[config.mk]
export PLATFORM = sky130hd
export DESIGN_NAME = alu_seq
export DESIGN_NICKNAME = d
export VERILOG_FILES = /design/src/rtl/alu_seq.sv
export SDC_FILE = /design/constraint.sdc
export NUM_CORES = 1
export LEC_CHECK = 0
export BUFFER_PORTS_ARGS = -buffer_cell sky130_fd_sc_hd__buf_2
export CAP_MARGIN = 20
export CELL_PAD_IN_SITES_DETAIL_PLACEMENT = 1
export CELL_PAD_IN_SITES_GLOBAL_PLACEMENT = 1
export CORE_MARGIN = 1
export CORE_UTILIZATION = 47
export CTS_CLUSTER_SIZE = 40
export DETAILED_ROUTE_END_ITERATION = 10
export PLACE_DENSITY = 0.92
export RECOVER_POWER = 100
export SETUP_SLACK_MARGIN = 0.2
export SYNTH_ARGS = -nofsm -noshare
export SYNTH_HDL_FRONTEND = slang
export SYNTH_SLANG_ARGS = --single-unit
[constraint.sdc]
create_clock -name clk -period 8.3 [get_ports clk]
set_input_delay 2.49 -clock clk [delete_from_list [all_inputs] [get_ports clk]]
set_output_delay 2.49 -clock clk [all_outputs]
set_load 0.05 [all_outputs]
[src/rtl/alu_seq.sv]
// Sequential execute unit on the alucontrol bus: single-cycle logic/arith, bit-serial shifts.
// Optional signed-overflow output is compiled in with `define ALU_SEQ_OVF_EN.
module alu_seq #(
    parameter int WIDTH = 32
) (
    input  logic             clk,
    input  logic             reset,
    input  logic             start,
    input  logic [3:0]       alucontrol,
    input  logic [WIDTH-1:0] a,
    input  logic [WIDTH-1:0] b,
    input  logic [4:0]       shamt,
    output logic             busy,
    output logic             done,
    output logic [WIDTH-1:0] result,
    output logic             zero,
    output logic             illegal
`ifdef ALU_SEQ_OVF_EN
    ,
    output logic             overflow
`endif
);

    typedef enum logic [1:0] {IDLE, SHIFT, FIN} state_t;

    state_t           state, state_n;
    logic [WIDTH-1:0] sreg, sreg_sh, alu_res, sum, diff;
    logic [4:0]       cnt, amt;
    logic             left, is_shift, alu_ill, accept, go_shift;

    assign busy     = (state == SHIFT);
    assign done     = (state == FIN);
    assign accept   = start && (state != SHIFT);
    assign go_shift = is_shift && (amt != 5'd0);
    assign sreg_sh  = left ? (sreg << 1) : (sreg >> 1);
    assign sum      = a + b;
    assign diff     = a - b;

    // Only the operand an op actually uses reaches alu_res, so X on the other is harmless.
    always_comb begin
        alu_res  = '0;
        alu_ill  = 1'b0;
        is_shift = 1'b0;
        amt      = 5'd0;
        case (alucontrol)
            4'b0000: alu_res = a & b;
            4'b0001: alu_res = a | b;
            4'b0010: alu_res = sum;
            4'b0110: alu_res = diff;
            4'b0111: alu_res = WIDTH'($signed(a) < $signed(b));
            4'b1000: alu_res = WIDTH'({b[15:0], 16'h0000});
            4'b1001: alu_res = a ^ b;
            4'b1010: alu_res = WIDTH'(!(a[WIDTH-1] || (a == '0)));
            4'b0011: begin
                is_shift = 1'b1;
                amt      = shamt;
                alu_res  = b;
            end
            4'b1011: begin
                is_shift = 1'b1;
                amt      = a[4:0];
                alu_res  = b;
            end
            default: alu_ill = 1'b1;
        endcase
    end

`ifdef ALU_SEQ_OVF_EN
    logic alu_ovf;
    always_comb begin
        alu_ovf = 1'b0;
        if (alucontrol == 4'b0010)
            alu_ovf = (a[WIDTH-1] == b[WIDTH-1]) && (sum[WIDTH-1] != a[WIDTH-1]);
        else if (alucontrol == 4'b0110)
            alu_ovf = (a[WIDTH-1] != b[WIDTH-1]) && (diff[WIDTH-1] != a[WIDTH-1]);
    end
`endif

    always_comb begin
        state_n = state;
        case (state)
            IDLE, FIN: begin
                if (start) state_n = go_shift ? SHIFT : FIN;
                else       state_n = IDLE;
            end
            SHIFT:   if (cnt == 5'd1) state_n = FIN;
            default: state_n = IDLE;
        endcase
    end

    always_ff @(posedge clk) begin
        if (reset) state <= IDLE;
        else       state <= state_n;
    end

    always_ff @(posedge clk) begin
        if (reset) begin
            result  <= '0;
            zero    <= 1'b1;
            illegal <= 1'b0;
            sreg    <= '0;
            cnt     <= 5'd0;
            left    <= 1'b0;
`ifdef ALU_SEQ_OVF_EN
            overflow <= 1'b0;
`endif
        end else if (accept) begin
            if (go_shift) begin
                sreg <= b;
                cnt  <= amt;
                left <= (alucontrol == 4'b0011);
            end else begin
                result  <= alu_res;
                zero    <= (alu_res == '0);
                illegal <= alu_ill;
`ifdef ALU_SEQ_OVF_EN
                overflow <= alu_ovf;
`endif
            end
        end else if (state == SHIFT) begin
            sreg <= sreg_sh;
            cnt  <= cnt - 5'd1;
            // Last step: commit the fully shifted value as this completion's result.
            if (cnt == 5'd1) begin
                result  <= sreg_sh;
                zero    <= (sreg_sh == '0);
                illegal <= 1'b0;
`ifdef ALU_SEQ_OVF_EN
                overflow <= 1'b0;
`endif
            end
        end
    end

endmodule

## Word-level counts from Yosys, hierarchy flattened

Index checks and enable logic that the tools add are counted.

| word-level totals | value |
|---|---|
| output and inout bits | 36 |
| register bits | 74 |

| cells by class | value |
|---|---|
| muxes and demuxes | 27 |
| bitwise operators | 3 |
| $add $sub $neg | 3 |
| reduce and logical (&&, ||, !) cells | 18 |
| equality and inequality tests | 16 |
| $lt $le $gt $ge | 1 |

Operator list:

| kind | count |
|---|---|
| one-hot mux 32 bit (9 select lines) | 1 |
| two-way mux 32 bit | 8 |
| logical NOT 32 bit | 3 |
| adder 32 bit | 1 |
| bitwise AND 32 bit | 1 |
| < comparator 32 bit | 1 |
| bitwise OR 32 bit | 1 |
| subtractor 32 bit | 1 |
| bitwise XOR 32 bit | 1 |
| == test 4 bit, second input constant | 4 |
| two-way mux 5 bit | 3 |
| two-way mux 1 bit | 10 |
| one-hot mux 5 bit (2 select lines) | 1 |
| OR reduction 10 bit | 1 |
| == test 4 x 2 -> 1 bit, second input constant | 2 |
| == test 4 x 3 -> 1 bit, second input constant | 2 |
| two-way mux 2 bit | 3 |
| != test 2 x 1 -> 1 bit, second input constant | 3 |
| == test 5 x 1 -> 1 bit, second input constant | 1 |
| nonzero test 5 bit | 1 |
| subtractor 5 x 1 -> 5 bit, second input constant | 1 |
| == test 4 x 1 -> 1 bit, second input constant | 1 |
| logical NOT 4 bit | 1 |
| one-hot mux 2 bit (2 select lines) | 1 |
| 11 further kinds | 15 |

## Logic depth before layout (Yosys ltp)

Gate-level depths: netlist (run 1).

| depth | value |
|---|---|
| depth in word-level cells | 7 |
| mapped depth | 16 |
| mapped depth without buffers | 16 |

## Least setup slack after synthesis (run 1)

OpenSTA, ideal clock, no wires.

| path | value |
|---|---|
| path kind | input-to-reg |
| from | input port a[0] |
| to | register zero |
| data arrival time | 5.731 ns |
| stages on the path | 15 |
| slack | 2.509 ns |
| cell sequence | ha_1 inv_1 fa_1 nand2b_1 a2111oi_2 o21ba_2 o221ai_2 o21bai_1 a41o_1 a211o_1 a21oi_1 or4_1 or4_1 nor3_1 a41o_1 |

| between the ends | value |
|---|---|
| longest elaborated chain between the ends | 7 |
| elaborated cells between the ends (all ways) | 18 |

RTL lines:

| element | line | text |
|---|---|---|
| from (decl) | 10 | `input logic [WIDTH-1:0] a,` |
| branches (longest 7 deep; another with subtractor 32 bit) | -- |  |
| to (signal assigned) | 114 | `zero <= (alu_res == '0);` |
| to (signal assigned) | 126 | `zero <= (sreg_sh == '0);` |
| to (decl) | 16 | `output logic zero,` |

Several ways; the timed one is not identified. The select of a mux whose other input is x is not followed.
A chain may end at the register's enable or synchronous reset.

## Worst setup path after layout (run 1)

| path | value |
|---|---|
| from | input port alucontrol[0] |
| to | register sreg[12] |

| between the ends | value |
|---|---|
| longest elaborated chain between the ends | 6 |
| elaborated cells between the ends (all ways) | 9 |

RTL lines:

| element | line | text |
|---|---|---|
| from (decl) | 9 | `input logic [3:0] alucontrol,` |
| == test 4 bit or == test 4 x 2 -> 1 bit (tied branches) | 45 | `case (alucontrol)` |
| one-hot mux 5 bit (2 select lines) or OR reduction 2 bit (tied branches) | -- |  |
| nonzero test 5 bit or two-way mux 1 bit (tied branches) | 34, 45 |  |
| logical AND 1 bit * | 34 | `assign go_shift = is_shift && (amt != 5'd0);` |
| != test 2 x 1 -> 1 bit (no line) * | -- |  |
| AND reduction 2 bit (no line) * | -- |  |
| to (signal assigned) | 121 | `sreg <= sreg_sh;` |
| to (decl) | 27 | `logic [WIDTH-1:0] sreg, sreg_sh, alu_res, sum, diff;` |

Every way passes the cells marked *; elsewhere a longest branch is shown, timed or not.

==> summary.md, run 1 <==
| Metric | Value |
|---|---|
| Outcome | `finished, violations left` |
| Failing checks | `max-capacitance violations, max-slew violations` |
| DRT iter0 DRCs | `1,083` |
| # fillers | `between 2,000 and 3,000` |
| EDFF count, synth | `0` |
| Area of the multi-input gates | `between 7000 and 8000 sq um` |
| Crit path DAT | `between 7000 and 8000 ps` |
| Clock buffer depth | `2` |
| Starting Density | `47.9%` |
| Post-placement cell area | `just over 10,000 sq um` |
| Post-synth cell types | `85` |
| CP Capture Type | `flop` |
| RSZ-0062 raised after global routing | `false` |
| Commonest cells after routing, fill and taps aside | `a21oi_1 (168), nand2_1 (157), nor2_1 (129)` |
| Final Routed Wirelength | `46,200 microns` |
| Average size of a mapped cell | `between 6 and 7 sq um` |
| Top_reg_cell synth | `dfxtp_1` |
| Antenna Violating Nets Remaining | `0` |
| Syn nets | `between 1,500 and 2,000` |
| First-pass GRT wire length | `69,600 microns` |
| # setup viols final | `0` |
| Asr flop ratio synth | `0%` |
| Htree depth | `3` |
| CP Class | `input port to flop` |
| Antenna violations before repair | `0` |
| Worst Skew | `5.66 ps` |
| Placer Congestion | `1.00` |
| # resized after CTS | `0` |
| Total track usage | `42.6%` |
| Layout cells sized above 1 | `a little under a tenth` |
| Die area | `21,100 sq um` |
| Post-route worst setup slack | `approximately 940 ps` |
| Crit Path Max Fanout | `25` |
| Max Clk Rate | `136 MHz` |
| Clock latency on the worst-skew pair | `roughly 340 ps` |
| Horiz. Die Dim | `around 150 microns` |
| Flops & latches, synth | `74` |
| Remaining Overflow, GRT | `0` |
| Synth Cell Area | `slightly below 10,000 sq um` |
| Core Area | `~20,000 sq um` |
| Setup TNS | `0 ps` |
| CTS tree | `yes` |
| Clock network power share | `around a quarter` |
| FP Rows | `52` |
| Drt wl/cell | `roughly 27 microns` |
| Clock root buffer | `clkbuf_16` |
| Final worst path period share | `just under 90%` |
| Dpl ws | `1530 ps` |
| Gate power share | `47.8%` |
| Yosys warning total | `0` |
| Pwr/cell area | `~150 nW/um^2` |
| CTS Hold Buffers Added | `0` |
| Syn Inst Count | `about 1,400` |
| Post-CTS Setup Bufs | `0` |
| Most common cell after layout, fill and taps aside | `a21oi_1` |
| Clock Sinks | `between 70 and 80` |
| Via Count | `roughly 12,000` |
| Most area-hungry cell type in the Yosys netlist | `dfxtp_1` |
| Worst Hold Class | `flop to flop` |
| Synth top area cells | `dfxtp_1 (15%), ha_1 (13%), a21oi_1 (8.8%)` |
| Peak supply drop | `roughly 0.000094 V` |
| Residual DRC | `0` |
| CTS buffer count | `9` |
| N_diodes | `0` |
| Vias in the first global route | `between 10,000 and 15,000` |
| Pins Over Slew Limit | `20` |
| Leak | `around 4.4 nW` |
| Worst-margin pin slew | `1630 ps` |
| Startpoint Class | `input port` |
| Design Area, Final | `10,600 sq um` |
| Sw frac | `46.2%` |
| Nets@finish | `1,634` |
| Largest net degree at the start of global routing | `75` |
| Post-DP HPWL | `about 35,000 microns` |
| Reported max-cap violation count | `1` |
| Seq pwr share | `around a quarter` |
| Register area share after synthesis | `between 15 and 20%` |
| Area share of the largest cell type after synthesis | `between 10% and 20%` |
| Worst EP required | `~8500 ps` |
| DRT Pass-1 Iters | `5` |
| Vias/cell | `approximately 7` |
| Hold Vio Cnt, Final | `0` |
| CTS clk-pin slew, worst paths | `approximately 60 ps` |
| Port Buffers | `about 110` |
| Sw Pwr | `roughly 0.00073 W` |
| Syn-to-layout area delta | `9.69%` |
| IO Pins | `roughly 110` |
| Die Height | `between 100 and 150 microns` |
| Worst relative slew slack | `-8.84%` |
| Util after Layout | `a little over half` |
| Pint | `approximately 0.00085 W` |
| Reg area | `1480 sq um` |
| Min Tclk post-route | `7360 ps` |
synth_stat cells, drive strengths merged (11+ instances only):
| cell | n |
|---|---|
| a21oi | 169 |
| nand2 | 158 |
| nor2 | 129 |
| inv | 103 |
| ha | 101 |
| clkbuf | 80 |
| dfxtp | 74 |
| o21ai | 68 |
| o211ai | 44 |
| a211oi | 35 |
| mux2i | 35 |
| nor3 | 32 |
| nor4 | 32 |
| nand3 | 25 |
| buf | 20 |
| nor2b | 20 |
| nand4 | 19 |
| a21o | 18 |
| nand2b | 16 |
| a22oi | 15 |
| and2 | 14 |
| a211o | 13 |
| xnor2 | 11 |
area by class of cell:
class / instances / share of cell area (%)
clock inverters: 6 / 0.614
flip-flops and latches: 74 / 14.0
inverters: 104 / 3.68
repair buffers: 132 / 6.17
clock buffers: 10 / 2.26
well taps: 270 / 3.19
multi-input cells: 1134 / 70.1
per-layer routing:
| layer | track usage, % | routed length, microns | vias to the layer above |
|---|---|---|---|
| li1 | - | - | 5234 |
| met1 | 53.6 | 18400 | 5901 |
| met2 | 66.1 | 19900 | 762 |
| met3 | 10.6 | 4980 | 196 |
| met4 | 24.5 | 2850 | 0 |
| met5 | 0 | 0 | - |
metrics by stage:
step | cells | power [W] | hold slack, ps
2_1_floorplan | 1412 | 0.000910 | 450
3_3_place_gp | 1713 | 0.00113 | 435
3_5_place_dp | 1713 | 0.00116 | 445
4_1_cts | 1729 | 0.00156 | 452
5_1_grt | 1730 | 0.00164 | 487
6_report | 1730 | 0.00159 | 451
power by group through the flow:
stage          combinational, W  sequential [W]  clock [W]
3_5_place_dp           0.000730        0.000429          0
2_1_floorplan          0.000441        0.000469          0
3_3_place_gp           0.000707        0.000426          0
4_1_cts                0.000736        0.000422   0.000402
5_1_grt                0.000799        0.000426   0.000419
6_report               0.000758        0.000424   0.000405
worst max-delay path, cell delays in order:
cell,delay (ps)
clkbuf_1,490
clkbuf_1,640
nand3b_1,520
nor2_1,140
nor3_1,330
nand2_1,180
a21oi_1,1280
clkbuf_1,1030
nor2_1,130
a21oi_1,220
nor2_1,90
state kept, by name, summed over array words and instances (netlist names):
register and count:
result 32, sreg 32, cnt 5, state 2
illegal 1, left 1, zero 1
path summary, 6_finish.rpt:
path | startpoint | endpoint | slack, ps | depth (start not counted)
worst max-delay path | alucontrol[0] | sreg[12] | 940 | 11
worst min-delay path | result[17] | result[17] | 450 | 2
worst max register to register | state[0] | zero | 4300 | 13
worst min register to register | result[17] | result[17] | 450 | 2
kinds of logic after synthesis:
kind of cell	after synthesis	synth area share, %
XOR/XNOR	13	1.18
AO/OA/AOI/OAI	494	33.9
flip-flops	74	15.3
AND/OR/NAND/NOR	487	24.2
adder cells (fa/ha/maj)	103	13.5
buffers and inverters	204	8.03
multiplexers	37	3.86
No activity file was read; power rests on OpenSTA's default activity.
==> run 2: changes to the inputs <==
==> constraint.sdc (replaced) <==
create_clock -name clk -period 8.3 [get_ports clk]
set_input_delay 0.83 -clock clk [delete_from_list [all_inputs] [get_ports clk]]
set_output_delay 0.83 -clock clk [all_outputs]
set_load 0.05 [all_outputs]
==> summary.md, run 2 (same netlist as run 1, synthesis figures left out) <==
| Metric | Value |
|---|---|
| Crit Path Max Fanout | `14 (-44%)` |
| Vias in the first global route | `11,700 (-0.43%)` |
| Clock buffer depth | `2 (unchanged)` |
| Htree depth | `3 (unchanged)` |
| Antenna Violating Nets Remaining | `0 (unchanged)` |
| Worst Skew | `6.91 ps (+1.25 ps)` |
| Remaining Overflow, GRT | `0 (unchanged)` |
| Post-placement cell area | `10,400 sq um (+0.12%)` |
| Nets@finish | `1,632 (-0.12%)` |
| Pwr/cell area | `150 nW/um^2 (+0.40%)` |
| Failing checks | `max-capacitance violations, max-slew violations` |
| Sw Pwr | `0.000719 W (-1.9%)` |
| Reg2reg setup slack | `4290 ps (about the same)` |
| Sw frac | `45.2% (-1.0 points)` |
| DRT iter0 DRCs | `1,458 (+35%)` |
| First-pass GRT wire length | `69,200 microns (-0.59%)` |
| Worst Hold Class | `flop to flop` |
| DRT Pass-1 Iters | `5 (unchanged)` |
| CTS tree | `yes` |
| Worst r2r src | `state[1]` |
| Clock Sinks | `74 (unchanged)` |
| Syn-to-layout area delta | `9.58% (about the same)` |
| Vias/cell | `6.99 (about the same)` |
| CP Capture Type | `flop` |
| Final Routed Wirelength | `45,100 microns (-2.2%)` |
| Clock latency on the worst-skew pair | `350 ps (about the same)` |
| Worst reg-to-reg path cell count | `13 (unchanged)` |
| Min Tclk post-route | `5450 ps (-1920 ps)` |
| Worst relative slew slack | `-30.5% (-22 points)` |
| Layout cells sized above 1 | `9.20% (-0.26 points)` |
| Termination of the worst setup path | `zero` |
| Clock network power share | `26.2% (+0.7 points)` |
| Post-CTS Setup Bufs | `0 (unchanged)` |
| Antenna violations before repair | `0 (unchanged)` |
| Gate power share | `47.6% (-0.2 points)` |
| Worst-margin pin slew | `1960 ps (+325 ps)` |
| Horiz. Die Dim | `145 microns (unchanged)` |
| Setup TNS | `0 ps (unchanged)` |
| Biggest regs | `result (32), sreg (32), cnt (5)` |
| Die area | `21,100 sq um (unchanged)` |
| Seq pwr share | `26.2% (-0.5 points)` |
| Final worst path period share | `65.6% (-23 points)` |
| CP Launch Point | `b[13]` |
| Max Clk Rate | `184 MHz (+35%)` |
| RR Endpoint | `zero` |
| IO Pins | `112 (unchanged)` |
| CP Class | `input port to flop` |
| Outcome | `finished, violations left` |
| Pins Over Slew Limit | `41 (+110%)` |
| Commonest cells after routing, fill and taps aside | `a21oi_1 (168), nand2_1 (157), nor2_1 (129)` |
| RSZ-0062 raised after global routing | `false` |
| Startpoint Class | `input port` |
| Most common cell after layout, fill and taps aside | `a21oi_1` |
| CTS clk-pin slew, worst paths | `60 ps (about the same)` |
| Design Area, Final | `10,600 sq um (about the same)` |
| N_diodes | `0 (unchanged)` |
| Largest net degree at the start of global routing | `75 (unchanged)` |
| Die Height | `145 microns (unchanged)` |
| # resized after CTS | `0 (unchanged)` |
| Core Area | `20,200 sq um (unchanged)` |
| Placer Congestion | `1.01 (+1.1%)` |
| Post-DP HPWL | `33,500 microns (-4.9%)` |
| Via Count | `12,100 (-0.21%)` |
| FP Rows | `52 (unchanged)` |
| Leak | `4.37 nW (-0.27%)` |
| CTS Hold Buffers Added | `0 (unchanged)` |
| Port Buffers | `111 (unchanged)` |
| Total track usage | `42.1% (-0.43 points)` |
| Starting Density | `47.9% (unchanged)` |
| Hold Vio Cnt, Final | `0 (unchanged)` |
| # setup viols final | `0 (unchanged)` |
| Peak supply drop | `0.000110 V (+17%)` |
| Drt wl/cell | `26.1 microns (-2.1%)` |
| Worst EP required | `8590 ps (+100 ps)` |
| Residual DRC | `0 (unchanged)` |
| Crit path DAT | `5740 ps (-1810 ps)` |
| CTS buffer count | `9 (unchanged)` |
| Pint | `0.000873 W (+2.2%)` |
| Clock root buffer | `clkbuf_16` |
| Reported max-cap violation count | `1 (unchanged)` |
-- run 2: worst min-delay path by stage --
stage          cells after the start         end       start
3_3_place_gp                       2  result[13]  result[13]
5_1_grt                            2  result[20]  result[20]
2_1_floorplan                      2     sreg[4]     sreg[4]
6_report                           2  result[12]  result[12]
3_5_place_dp                       2  result[18]  result[18]
4_1_cts                            2  result[13]  result[13]
-- run 2: worst max-delay path, stage by stage --
cell and delay, ps:
clkbuf_1 490, inv_1 150, ha_1 630, nand4_1 190, a2111oi_0 1080, o2111ai_1 160, or3b_1 290, a221oi_1 160
a211o_1 330, a221oi_1 480, nand4_1 150, or4_1 430, nor3_1 190, a41o_1 180
-- run 2: area by class of cell --
class / instances / area [sq um]
clock inverter: 5 / 80.1
inverter: 104 / 390
timing repair buffer: 130 / 639
tap: 270 / 338
multi-input combinational: 1134 / 7430
fill: 2699 / 9580
clock buffer: 10 / 229
sequential: 74 / 1480
-- run 2: per-layer routing --
| metal | wire length [microns] | vias to the layer above | track usage (%) |
|---|---|---|---|
| met1 | 17500 | 5816 | 54.2 |
| met4 | 2820 | 0 | 22.6 |
| li1 | - | 5234 | - |
| met5 | 0 | - | 0 |
| met3 | 5060 | 194 | 7.52 |
| met2 | 19700 | 824 | 67.0 |
-- run 2: stage by stage --
| stage | hold slack [ps] | total power, W | std cells | util [%] | setup WS, ps |
|---|---|---|---|---|---|
| 2_1_floorplan | 450 | 0.000910 | 1412 | - | 4170 |
| 3_3_place_gp | 434 | 0.00113 | 1711 | 51.3 | 3250 |
| 3_5_place_dp | 449 | 0.00115 | 1712 | 51.4 | 3220 |
| 4_1_cts | 456 | 0.00158 | 1727 | 52.9 | 3580 |
| 5_1_grt | 477 | 0.00166 | 1727 | 52.5 | 2640 |
| 6_report | 455 | 0.00159 | 1727 | 52.5 | 2850 |
-- run 2: power by group through the flow --
stage	Sequential (W)	Combinational (W)	Clock (W)
after CTS	0.000416	0.000741	0.000421
after floorplan	0.000469	0.000441	0
after detailed placement	0.000422	0.000731	0
after global placement	0.000420	0.000708	0
final	0.000417	0.000758	0.000417
after global routing	0.000420	0.000803	0.000433
==> run 3: changes to the inputs <==
Settings changed: CORE_UTILIZATION 47 to 44, PLACE_DENSITY 0.92 to 0.87.
Clock period 8.3 ns to 5.6 ns, I/O delays scaled along.
==> summary.md, run 3 (same netlist as run 1, synthesis figures left out) <==
| Metric | Value |
|---|---|
| Outcome | `finished, violations left` |
| Failing checks | `max-capacitance violations, max-slew violations` |
| Dpl ws | `798 ps (-2420 ps)` |
| Antenna Violating Nets Remaining | `0 (unchanged)` |
| Hold_sp | `result[16]` |
| DRT iter0 DRCs | `1,240 (-15%)` |
| Clock network power share | `23.5% (-2.7 points)` |
| CTS buffer count | `9 (unchanged)` |
| First-pass GRT wire length | `68,200 microns (-1.5%)` |
| Residual DRC | `0 (unchanged)` |
| IO Pins | `112 (unchanged)` |
| FP Rows | `53 (+1.9%)` |
| Htree depth | `3 (unchanged)` |
| Gate power share | `49.5% (+1.9 points)` |
| Vias/cell | `6.83 (-2.2%)` |
| Setup TNS | `0 ps (unchanged)` |
| Antenna violations before repair | `1 (+1)` |
| Drt wl/cell | `26.2 microns (+0.32%)` |
| CP Class | `input port to flop` |
| Largest net degree at the start of global routing | `56 (-25%)` |
| Max Clk Rate | `roughly 200 MHz` |
| Placer Congestion | `1.01 (about the same)` |
| Clock Sinks | `74 (unchanged)` |
| # resized after CTS | `0 (unchanged)` |
| Startpoint Class | `input port` |
| Biggest regs | `result (32), sreg (32), cnt (5)` |
| Worst EP required | `5810 ps (-2780 ps)` |
| Leak | `4.41 nW (+0.83%)` |
| Worst relative slew slack | `-26.5% (+4.0 points)` |
| Final worst path period share | `just under 90%` |
| Die area | `22,600 sq um (+6.7%)` |
| Layout cells sized above 1 | `9.64% (+0.44 points)` |
| Hold WS | `455 ps (-0.542 ps)` |
| Reported max-cap violation count | `2 (+1)` |
| CTS Hold Buffers Added | `0 (unchanged)` |
| Remaining Overflow, GRT | `0 (unchanged)` |
| Commonest cells after routing, fill and taps aside | `a21oi_1 (168), nand2_1 (157), nor2_1 (129)` |
| CTS tree | `yes` |
| Peak supply drop | `0.000171 V (+55%)` |
| Post-route worst setup slack | `611 ps (-2240 ps)` |
| CP Capture Type | `flop` |
| Post-CTS Setup Bufs | `0 (unchanged)` |
| Core Area | `21,300 sq um (+5.5%)` |
| Syn-to-layout area delta | `10.1%` |
| Clock latency on the worst-skew pair | `340 ps (about the same)` |
| Worst Hold Class | `flop to flop` |
| Via Count | `11,900 (-1.5%)` |
| Util after Layout | `50.0% (-2.5 points)` |
| Pins Over Slew Limit | `58 (+41%)` |
| Starting Density | `45.4% (-2.5 points)` |
| Hold Vio Cnt, Final | `0 (unchanged)` |
| CTS clk-pin slew, worst paths | `60 ps (about the same)` |
| Seq pwr share | `27.0% (+0.8 points)` |
| Crit path DAT | `5200 ps (-540 ps)` |
| Sw frac | `46.6% (+1.4 points)` |
| CP Launch Point | `alucontrol[3]` |
| Nets@finish | `1,638 (+0.37%)` |
| Worst r2r src | `state[1]` |
| DRT Pass-1 Iters | `5 (unchanged)` |
| Clock root buffer | `clkbuf_16` |
| Worst-margin pin slew | `1900 ps (-60.7 ps)` |
| Pint | `0.00122 W (+40%)` |
| Horiz. Die Dim | `150 microns (+3.3%)` |
| Vias in the first global route | `11,400 (-2.6%)` |
| RSZ-0062 raised after global routing | `false` |
| Post-DP HPWL | `35,000 microns (+4.5%)` |
| # fillers | `2,875 (+6.5%)` |
| Die Height | `150 microns (+3.3%)` |
| Crit Path Max Fanout | `40 (+26)` |
| Port Buffers | `111 (unchanged)` |
| Min Tclk post-route | `4990 ps` |
| Final Routed Wirelength | `45,600 microns (+1.0%)` |
| Most common cell after layout, fill and taps aside | `a21oi_1` |
| Total track usage | `40.0% (-2.1 points)` |
| Sw Pwr | `0.00107 W (+48%)` |
| Clock buffer depth | `2 (unchanged)` |
| Worst Skew | `8.30 ps (+1.39 ps)` |
| Pwr/cell area | `215 nW/um^2 (+43%)` |
| # setup viols final | `0 (unchanged)` |
## run 3: cell types whose count changed in the layout (fill, tap and decap cells not counted), sizes merged
cell      delta
buf          +7
clkinvlp     -1
bufinv       -2
clkinv       +3
clkbuf       -1
diode        +1
## run 3: power groups by stage
stage                     Clock [W]  Combinational (W)  Sequential, W
after floorplan                   0           0.000653       0.000696
after global placement            0            0.00107       0.000623
after detailed placement          0            0.00110       0.000626
after CTS                  0.000536            0.00110       0.000615
after global routing       0.000555            0.00120       0.000621
final                      0.000538            0.00113       0.000617
## run 3: worst max-delay path, stage by stage
cell,delay (ps)
clkbuf_1,750
clkbuf_1,940
mux2i_1,170
nor2_1,230
nor3_1,120
nand3_1,160
a21o_1,240
clkbuf_1,1380
nor3b_1,320
a21oi_1,220
nor2_1,60
## run 3: metrics by stage
step | power, W | area (sq um) | instances
floorplan | 0.00135 | 9660 | 1412
global placement | 0.00169 | 10400 | 1722
detailed placement | 0.00172 | 10400 | 1723
CTS | 0.00226 | 10700 | 1738
global route | 0.00238 | 10600 | 1738
finish | 0.00229 | 10600 | 1739
## run 3: layout make-up
class                   instances  area (sq um)  area share (%)
diodes                          1          2.50          0.0235
clock buffers                  10           239            2.25
clock inverters                 5          31.3           0.294
inverters                     104           390            3.67
multi-input cells            1134          7430            69.8
flip-flops and latches         74          1480            13.9
well taps                     275           344            3.23
repair buffers                136           718            6.75
## run 3: worst paths after layout
path / slack, ps / endpoint / cells after the start
worst max-delay path: 610 / result[1] / 11
worst min-delay path: 450 / result[16] / 2
worst max register to register: 2220 / zero / 12
worst min register to register: 450 / result[16] / 2
## run 3: metal layers
layer | vias up | wire [microns] | global-route usage (%)
met1 | 5778 | 18500 | 52.0
li1 | 5237 | - | -
met4 | 0 | 2400 | 19.3
met5 | - | 0 | 0
met2 | 723 | 19800 | 62.6
met3 | 147 | 4830 | 8.55
